--- config.mk ---
export PLATFORM = sky130hd
export DESIGN_NAME = hx8352_reg_writer
export DESIGN_NICKNAME = d
export VERILOG_FILES = /design/src/rtl/hx8352_pkg.sv /design/src/rtl/hx8352_wr_strobe.sv /design/src/rtl/hx8352_reg_writer.sv
export SDC_FILE = /design/constraint.sdc
export NUM_CORES = 1
export LEC_CHECK = 0
export CORE_MARGIN = 2
export CORE_UTILIZATION = 46
export DETAILED_ROUTE_END_ITERATION = 16
export PLACE_DENSITY = 0.87
export SETUP_SLACK_MARGIN = 0.2
export SLEW_MARGIN = 20
export SYNTH_ARGS = -nofsm -noshare
export SYNTH_HDL_FRONTEND = slang
export SYNTH_SLANG_ARGS = --single-unit
--- constraint.sdc ---
create_clock -name clk -period 2 [get_ports clk]
set_clock_uncertainty 0.15 [all_clocks]
set_input_delay 0.5 -clock clk [delete_from_list [all_inputs] [get_ports clk]]
set_output_delay 0.5 -clock clk [all_outputs]
set_load 0.03 [all_outputs]
--- src/rtl/hx8352_pkg.sv ---
// Shared encodings for the HX8352 register writer.
// HX8352_DELAY_CMD_EN adds the DLY state for in-sequence delays.
package hx8352_pkg;

  typedef enum logic [2:0] {
    T_IDLE,
    T_REQ,
    T_WAIT,
    T_IDX,
    T_VAL,
    T_DONE,
    T_ERR
`ifdef HX8352_DELAY_CMD_EN
    , T_DLY
`endif
  } top_st_t;

  typedef enum logic [1:0] {
    S_IDLE,
    S_SETUP,
    S_WRL,
    S_WRH
  } wr_st_t;

  localparam logic [7:0] CMD_DONE  = 8'hFF;
  localparam logic [7:0] CMD_DELAY = 8'hFE;

  localparam logic IDX = 1'b0;
  localparam logic VAL = 1'b1;

  function automatic int max2(input int a, input int b);
    return (a > b) ? a : b;
  endfunction

endpackage

--- src/rtl/hx8352_wr_strobe.sv ---
// Single-byte 8080 write timer: SETUP, WR low, WR high, then ack.
// A go during the ack cycle chains the next byte with no idle gap.
import hx8352_pkg::*;

module hx8352_wr_strobe #(
  parameter int SETUP_CYCLES   = 1,
  parameter int WR_LOW_CYCLES  = 2,
  parameter int WR_HIGH_CYCLES = 2
) (
  input  logic        clk,
  input  logic        rst,
  input  logic        go,
  input  logic        phase,
  input  logic [7:0]  wbyte,
  output logic        wr_n,
  output logic        rs,
  output logic [15:0] data,
  output logic        ack
);

  localparam int CW = $clog2(max2(max2(SETUP_CYCLES, WR_LOW_CYCLES),
                                  WR_HIGH_CYCLES) + 1);
  localparam logic [CW-1:0] SET_L  = CW'(SETUP_CYCLES - 1);
  localparam logic [CW-1:0] LOW_L  = CW'(WR_LOW_CYCLES - 1);
  localparam logic [CW-1:0] HIGH_L = CW'(WR_HIGH_CYCLES - 1);

  wr_st_t        st, st_nx;
  logic [CW-1:0] cnt, cnt_nx;
  logic          load;

  always_comb begin
    st_nx  = st;
    cnt_nx = cnt + 1'b1;
    load   = 1'b0;
    ack    = 1'b0;
    unique case (st)
      S_IDLE: begin
        cnt_nx = '0;
        if (go) begin
          st_nx = S_SETUP;
          load  = 1'b1;
        end
      end
      S_SETUP: if (cnt == SET_L) begin
        st_nx  = S_WRL;
        cnt_nx = '0;
      end
      S_WRL: if (cnt == LOW_L) begin
        st_nx  = S_WRH;
        cnt_nx = '0;
      end
      S_WRH: if (cnt == HIGH_L) begin
        ack    = 1'b1;
        cnt_nx = '0;
        if (go) begin
          st_nx = S_SETUP;
          load  = 1'b1;
        end else begin
          st_nx = S_IDLE;
        end
      end
      default: st_nx = S_IDLE;
    endcase
  end

  // rs/data move only when a SETUP phase is entered
  always_ff @(posedge clk) begin
    if (rst) begin
      st   <= S_IDLE;
      cnt  <= '0;
      rs   <= 1'b1;
      data <= '0;
    end else begin
      st  <= st_nx;
      cnt <= cnt_nx;
      if (load) begin
        rs   <= phase;
        data <= {8'h00, wbyte};
      end
    end
  end

  assign wr_n = (st != S_WRL);

endmodule

--- src/rtl/hx8352_reg_writer.sv ---
// Executes sequencer cmd/value pairs as index+data writes on the LCD bus.
// HX8352_DELAY_CMD_EN turns cmd 8'hFE into a value-scaled delay.
import hx8352_pkg::*;

module hx8352_reg_writer #(
  parameter int SETUP_CYCLES      = 1,
  parameter int WR_LOW_CYCLES     = 2,
  parameter int WR_HIGH_CYCLES    = 2,
  parameter int WAIT_TIMEOUT      = 1023,
  parameter int DELAY_UNIT_CYCLES = 50000
) (
  input  logic        clk,
  input  logic        rst,
  input  logic        start,
  input  logic [7:0]  cmd,
  input  logic [7:0]  value,
  input  logic        data_rdy,
  input  logic        finish,
  output logic        next,
  output logic        lcd_cs_n,
  output logic        lcd_rs,
  output logic        lcd_wr_n,
  output logic        lcd_rd_n,
  output logic [15:0] lcd_data,
  output logic        busy,
  output logic        done,
  output logic        timeout_err
);

  // WAIT timeout and DLY unit count share one counter
  localparam int CW = $clog2(max2(WAIT_TIMEOUT, DELAY_UNIT_CYCLES) + 1);
  localparam logic [CW-1:0] TMO_L = CW'(WAIT_TIMEOUT - 1);

  top_st_t       st, st_nx;
  logic [CW-1:0] cnt, cnt_nx;
  logic [7:0]    val_q, val_nx;
  logic          go, ph, ack;
  logic [7:0]    wbyte;

`ifdef HX8352_DELAY_CMD_EN
  localparam logic [CW-1:0] UNIT_L = CW'(DELAY_UNIT_CYCLES - 1);
  logic [7:0] dly_q, dly_nx;
`endif

  always_comb begin
    st_nx  = st;
    cnt_nx = cnt;
    val_nx = val_q;
    go     = 1'b0;
    ph     = IDX;
    wbyte  = cmd;
    next   = 1'b0;
`ifdef HX8352_DELAY_CMD_EN
    dly_nx = dly_q;
`endif
    unique case (st)
      T_IDLE: if (start) st_nx = T_REQ;
      T_REQ: begin
        next   = 1'b1;
        cnt_nx = '0;
        st_nx  = T_WAIT;
      end
      T_WAIT: begin
        if (data_rdy && cmd != CMD_DONE) begin
          val_nx = value;
          cnt_nx = '0;
          go     = 1'b1;
          st_nx  = T_IDX;
`ifdef HX8352_DELAY_CMD_EN
          if (cmd == CMD_DELAY) begin
            go     = 1'b0;
            dly_nx = value;
            st_nx  = T_DLY;
          end
`endif
        end else if (finish || data_rdy) begin
          st_nx = T_DONE;
        end else if (cnt == TMO_L) begin
          st_nx = T_ERR;
        end else begin
          cnt_nx = cnt + 1'b1;
        end
      end
      T_IDX: begin
        ph    = VAL;
        wbyte = val_q;
        if (ack) begin
          go    = 1'b1;
          st_nx = T_VAL;
        end
      end
      T_VAL: if (ack) st_nx = T_REQ;
`ifdef HX8352_DELAY_CMD_EN
      T_DLY: begin
        if (dly_q == 8'd0) begin
          st_nx = T_REQ;
        end else if (cnt == UNIT_L) begin
          cnt_nx = '0;
          dly_nx = dly_q - 8'd1;
          if (dly_q == 8'd1) st_nx = T_REQ;
        end else begin
          cnt_nx = cnt + 1'b1;
        end
      end
`endif
      default: st_nx = st;
    endcase
  end

  always_ff @(posedge clk) begin
    if (rst) begin
      st    <= T_IDLE;
      cnt   <= '0;
      val_q <= '0;
`ifdef HX8352_DELAY_CMD_EN
      dly_q <= '0;
`endif
    end else begin
      st    <= st_nx;
      cnt   <= cnt_nx;
      val_q <= val_nx;
`ifdef HX8352_DELAY_CMD_EN
      dly_q <= dly_nx;
`endif
    end
  end

  hx8352_wr_strobe #(
    .SETUP_CYCLES   (SETUP_CYCLES),
    .WR_LOW_CYCLES  (WR_LOW_CYCLES),
    .WR_HIGH_CYCLES (WR_HIGH_CYCLES)
  ) u_strobe (
    .clk   (clk),
    .rst   (rst),
    .go    (go),
    .phase (ph),
    .wbyte (wbyte),
    .wr_n  (lcd_wr_n),
    .rs    (lcd_rs),
    .data  (lcd_data),
    .ack   (ack)
  );

  assign lcd_cs_n    = !(st == T_IDX || st == T_VAL);
  assign lcd_rd_n    = 1'b1;
  assign busy        = !(st == T_IDLE || st == T_DONE || st == T_ERR);
  assign done        = (st == T_DONE);
  assign timeout_err = (st == T_ERR);

endmodule

; ---- Yosys cells after proc, flatten, opt, wreduce, memory -nomap -nowiden
; Cells that the tools add are included.
[word_totals]
ff_bits = 40
input_bits = 21
output_inout_bits = 24
word_cells = 80
[op_classes]
add_sub_neg = 2
n_eq_ne = 23
mux = 31
reduce_logical = 17
[ops]
columns = op, count
row1 = 16-bit 2-to-1 mux, 3
row2 = 16-bit case mux with 2 select lines, 1
row3 = 3-bit 2-to-1 mux, 6
row4 = "16-bit by 1-bit adder with 16-bit output, second input constant", 1
row5 = "16-bit by 10-bit equality test with 1-bit output, second input constant", 1
row6 = 3-bit case mux with 5 select lines, 1
row7 = 2-bit 2-to-1 mux, 6
row8 = "2-bit != test, second input constant", 5
row9 = "3-bit equality test, second input constant", 3
row10 = 1-bit 2-to-1 mux, 9
row11 = 8-bit 2-to-1 mux, 1
row12 = "8-bit != test, second input constant", 1
row13 = 2-bit case mux with 4 select lines, 1
row14 = "3-bit by 2-bit equality test with 1-bit output, second input constant", 2
row15 = "2-bit by 1-bit != test with 1-bit output, second input constant", 3
row16 = "3-bit != test, second input constant", 2
row17 = 2-bit case mux with 3 select lines, 1
row18 = 5-bit AND reduction, 1
row19 = 5-bit nonzero test, 1
row20 = "2-bit by 1-bit equality test with 1-bit output, second input constant", 2
row21 = "2-bit equality test, second input constant", 2
row22 = 2-bit zero test, 2
row23 = 1-bit logical OR, 4
row24 = "4-bit != test, second input constant", 1
row25 = other kinds (11), 13

; ---- Longest topological paths before layout
[logic_depth]
depth_word = 8
mapped_depth = 9
mapped_depth_nobuf = 7

; ---- Modules after synthesis
; From an unflattened synthesis, not the netlist that was laid out.
[hier_totals]
cells_unflattened = 286
area_unflattened_um2 = 2448.6
[modules_own_cells]
columns = mod, instances, cells_per_inst, area_each_um2
row1 = hx8352_reg_writer, 1, 198, 1626.6
row2 = hx8352_wr_strobe, 1, 88, 822.0

; ---- Least setup slack after synthesis
; Ideal clock, no wire load.
[synth_timing]
path_kind = reg2reg
from = reg st[0]
to = reg cnt[15]
arrival_time_ns = 2.045
path_slack_ns = -0.265
path_stages_with_launch = 8
n_path_buf = 2
period_less_slack_ns = 2.265
path_cell_list = dfxtp_1 -> buf_4 -> nor3b_4 -> and4b_1 -> buf_2 -> a22o_1 -> or4_1 -> a21oi_1
[synth_via]
elab_chain_len = 3
elab_cells_between_ends = 7
[synth_lines]
columns = item, line
row1 = "start, declared", hx8352_reg_writer.sv:34  ; top_st_t st, st_nx;
row2 = "start signal, assigned", hx8352_reg_writer.sv:119  ; st <= st_nx;
row3 = 3-bit by 2-bit equality test with 1-bit output / 3-bit by 1-bit equality test with 1-bit output (equally long branches), hx8352_reg_writer.sv:56  ; unique case (st)
row4 = 3-bit != test (no line) / 2-bit nonzero test (equally long branches), -
row5 = 3-bit AND reduction (no line), -
row6 = "end signal, assigned", hx8352_reg_writer.sv:120  ; cnt <= cnt_nx;
row7 = "end, declared", hx8352_reg_writer.sv:35  ; logic [CW-1:0] cnt, cnt_nx;
; Several ways; a longest one is shown, not always the timed one.
; A chain may end at the register's enable or synchronous reset.

; ---- Final worst setup path
[layout_timing]
from = reg cnt[3]
to = reg cnt[13]
[layout_via]
elab_chain_len = 5
elab_cells_between_ends = 8
[layout_lines]
columns = item, line
row1 = 16-bit by 1-bit adder with 16-bit output, hx8352_reg_writer.sv:81  ; cnt_nx = cnt + 1'b1;
row2 = 16-bit 2-to-1 mux, hx8352_reg_writer.sv:78  ; end else if (cnt == TMO_L) begin
row3 = 16-bit 2-to-1 mux, hx8352_reg_writer.sv:76  ; end else if (finish || data_rdy) begin
row4 = 16-bit 2-to-1 mux, hx8352_reg_writer.sv:64  ; if (data_rdy && cmd != CMD_DONE) begin
row5 = 16-bit case mux with 2 select lines, hx8352_reg_writer.sv:56
; Several ways; a longest one is shown, not always the timed one. The select of a mux whose other input is x is not followed.

==> flow_metrics.py <==
metrics = {
    "pwr": {
        "ir_drop_v": 0.000714,
        "leakage_nw": 1.50,
        "pwr-share-seq_pct": 31.6,
        "p_int_mw": 1.87,
        "switching_share_pct": 37.2,
        "p_comb_share_pct": 44.8,
        "power.share.clock_pct": 23.5,
        "p_total_mw": 2.98,
        "p_per_area_nw_per_um2": 825,
        "p_sw_mw": 1.11,
    },
    "cts": {
        "ctsHtreeMaxLevel": 2,
        "postCtsHoldBufs": 0,
        "clk-insertion-delay-late_ns": 0.31,
        "cts_root_buf": "clkbuf_8",
        "cts.sinks": 40,
        "clk_pin_slew_worst_paths_ns": 0.09,
        "clk_path_buf_depth": 2,
        "cts_buffers": 5,
        "cts_tree": "built",
    },
    "logic_synthesis": {
        "synthFlopType": "dfxtp_1",
        "synth_compound_area_share_pct": 18.4,
        "syn_area_per_cell_sq_um": 8.70,
        "yosys-top-cells-area": "dfxtp_1 36%, mux2i_1 7.6%, ha_1 6.2%, nor2_1 5.6%, a211oi_1 5.1%",
        "synth_top_area_cell": "dfxtp_1",
        "synth_top_area_share_pct": 35.9,
        "synth_edf_count": 0,
        "synth_cells": 256,
        "synth_top_family_by_area": "simple AND/OR/NAND/NOR gates",
        "ys_warn_count": 0,
        "synth_area_sq_um": 2230,
        "synth_seq_area_share_pct": 35.9,
        "synth_cell_types": 52,
        "yosys.area_share.simple_pct": 20.2,
        "synth_fa_ha_area_share_pct": 6.18,
        "muxShareOfSynthArea_pct": 7.64,
        "synth-xor-area-share_pct": 3.14,
        "ys_async_sr_fraction_pct": 0,
        "ys_ff_latch": 40,
    },
    "finish": {
        "diodes": 0,
        "areaGrowthSynthToFinish_pct": 61.9,
        "drive_above_1_share_pct": 45.4,
        "nFillCells": 260,
        "fin_nets": 381,
    },
    "setup_path": {
        "endpoint_kind": "register",
        "critPathSlowestCell": "or3_4",
        "crit_arrival_ns": 2.22,
        "reg2reg_depth": 6,
        "max_stage_delay_ns": 0.44,
        "crit_required_ns": 2.10,
        "criticalPathCategory": "register to register",
        "crit_fanout": 5,
        "cp_top_family": "simple AND/OR/NAND/NOR gates",
        "path_buf_inv": 1,
        "path_cells": "and4_1 > nand2_1 > or3_4 > buf_4 > nor3_1 > a32o_1",
        "cp.depth": 6,
        "worst_setup_path_start_kind": "register",
    },
    "global_routing": {
        "grt_pass1_wl_um": 12000,
        "grt_pass1_vias": 2364,
        "grt_antenna_before_repair": 0,
        "grt_usage_pct": 29.7,
        "gr-total-overflow": 0,
        "grt_max_degree": 17,
    },
    "routing": {
        "drtIter0Drc": 225,
        "first_pass_iters": 5,
        "viasPerCell": 6.39,
        "ant_nets": 0,
        "wl_um": 9100,
        "route.detailed.drc": 0,
        "via_count": 2582,
        "wl_per_cell_um": 22.5,
    },
    "timing": {
        "slew_violations": 0,
        "post-route-min-period_ns": 2.13,
        "finalSetupViolCount": 14,
        "finalSetupTns_ns": -0.853,
        "fin_ws_ns": -0.129,
        "period_share_pct": 106,
        "rsz0062_at_grt": "yes",
        "hold_viol": 0,
        "fmax_ghz": 0.470,
    },
    "status": {
        "status": "finished with violations",
        "violations": "setup timing",
    },
    "placed_design": {
        "place_ws_ns": -0.588,
        "io_buffers": 35,
        "gp_congestion": 0.859,
        "dp_hpwl_um": 4120,
    },
    "floorplan": {
        "rows": 25,
        "fp.dieW_um": 73.6,
        "start_util_pct": 47.5,
        "ioPinCount": 45,
        "dieArea_sq_um": 5420,
        "core-area_sq_um": 4690,
        "die_y_um": 73.6,
    },
    "worst_hold_path": {
        "hp-class": "register to register",
        "whs_path_depth": 2,
    },
    "run": {
        "maxCapViolCount": 0,
    },
}
flip-flops by register name, summed over array words and instances (netlist names):
name and count:
cnt 16, u_strobe.data 8, val_q 8, st 3, u_strobe.cnt 2, u_strobe.st 2
u_strobe.rs 1
cell usage after synthesis, types with 6 or more instances:
master / instances
xnor2_1: 8
o21ai_0: 7
buf_4: 13
nand3_1: 6
a211oi_1: 15
mux2i_1: 17
nor2_1: 33
inv_1: 11
a21oi_1: 8
ha_1: 11
dfxtp_1: 40
nand2_1: 14
cell families after synthesis:
| logic type | count (synthesis) |
|---|---|
| other cells | 2 |
| xor+xnor | 8 |
| flops | 40 |
| compound gates | 57 |
| simple gates | 87 |
| fa+ha+maj | 11 |
| mux | 17 |
| buf+inv | 34 |
layout make-up:
type	instances	area, sq um	area share [%]
clock buffers	5	68.8	1.91
multi-input cells	191	1650	45.8
flip-flops and latches	40	826	22.9
clock inverters	3	42.5	1.18
inverters	11	52.6	1.46
repair buffers	100	900	24.9
well taps	54	67.6	1.87
worst min-delay path, delay by kind of cell, from the launching register on:
kind	cells	cell delay, ns
AO/OA/AOI/OAI	2	0.13
flip-flops	1	0.34
metrics by stage:
stage,hold WS (ns),utilization (%),instance area (sq um),instances
floorplan,0.306,-,2350,263
global placement,0.322,60.6,2840,365
detailed placement,0.327,60.6,2840,365
CTS,0.352,71.7,3360,391
global route,0.386,76.9,3610,404
finish,0.362,76.9,3610,404
cells in the final DEF, fill, tap and decap left out, drive strengths merged, types with 3 or more instances in the layout:
master          n
a211oi         15
nor2b           3
xnor2           8
nor2           33
nand3           6
dlygate4sd2    11
or3             4
a21oi          12
dfxtp          40
and2            4
ha             11
clkbuf          9
conb            9
a2111oi         4
inv            10
buf            75
mux2i          17
nor3            5
o21ai           8
clkdlybuf4s50  10
a21o            3
nand4           5
nand2          14
repair_timing:
item | 4_1_cts | 5_1_grt
pin swaps | 29 | 28
cloned | 2 | 0
setup endpoints to repair | 51 | 39
resized for setup | 116 | 40
hold endpoints to repair | 0 | 0
setup buffers | 16 | 13
routing by layer:
metal	routed length (um)	share of wire [%]	track usage [%]
met1	3320	36	34.3
met2	4240	47	52.0
met3	814	8.9	6.17
met4	727	8.0	13.9
met5	0	0	0
power by group through the flow:
stage / combinational, mW / sequential [mW] / clock (mW)
finish: 1.33 / 0.941 / 0.700
detailed placement: 0.825 / 0.924 / 0
global placement: 0.799 / 0.919 / 0
floorplan: 0.524 / 0.954 / 0
global route: 1.39 / 0.945 / 0.725
CTS: 1.10 / 0.918 / 0.679
path summary, 6_finish.rpt:
check        slack (ns)    start      end
min reg2reg        0.36  cnt[15]  cnt[15]
max               -0.13   cnt[3]  cnt[13]
min                0.36  cnt[15]  cnt[15]
max reg2reg       -0.13   cnt[3]  cnt[13]
Note: power is estimated with default switching activity, not from simulation.
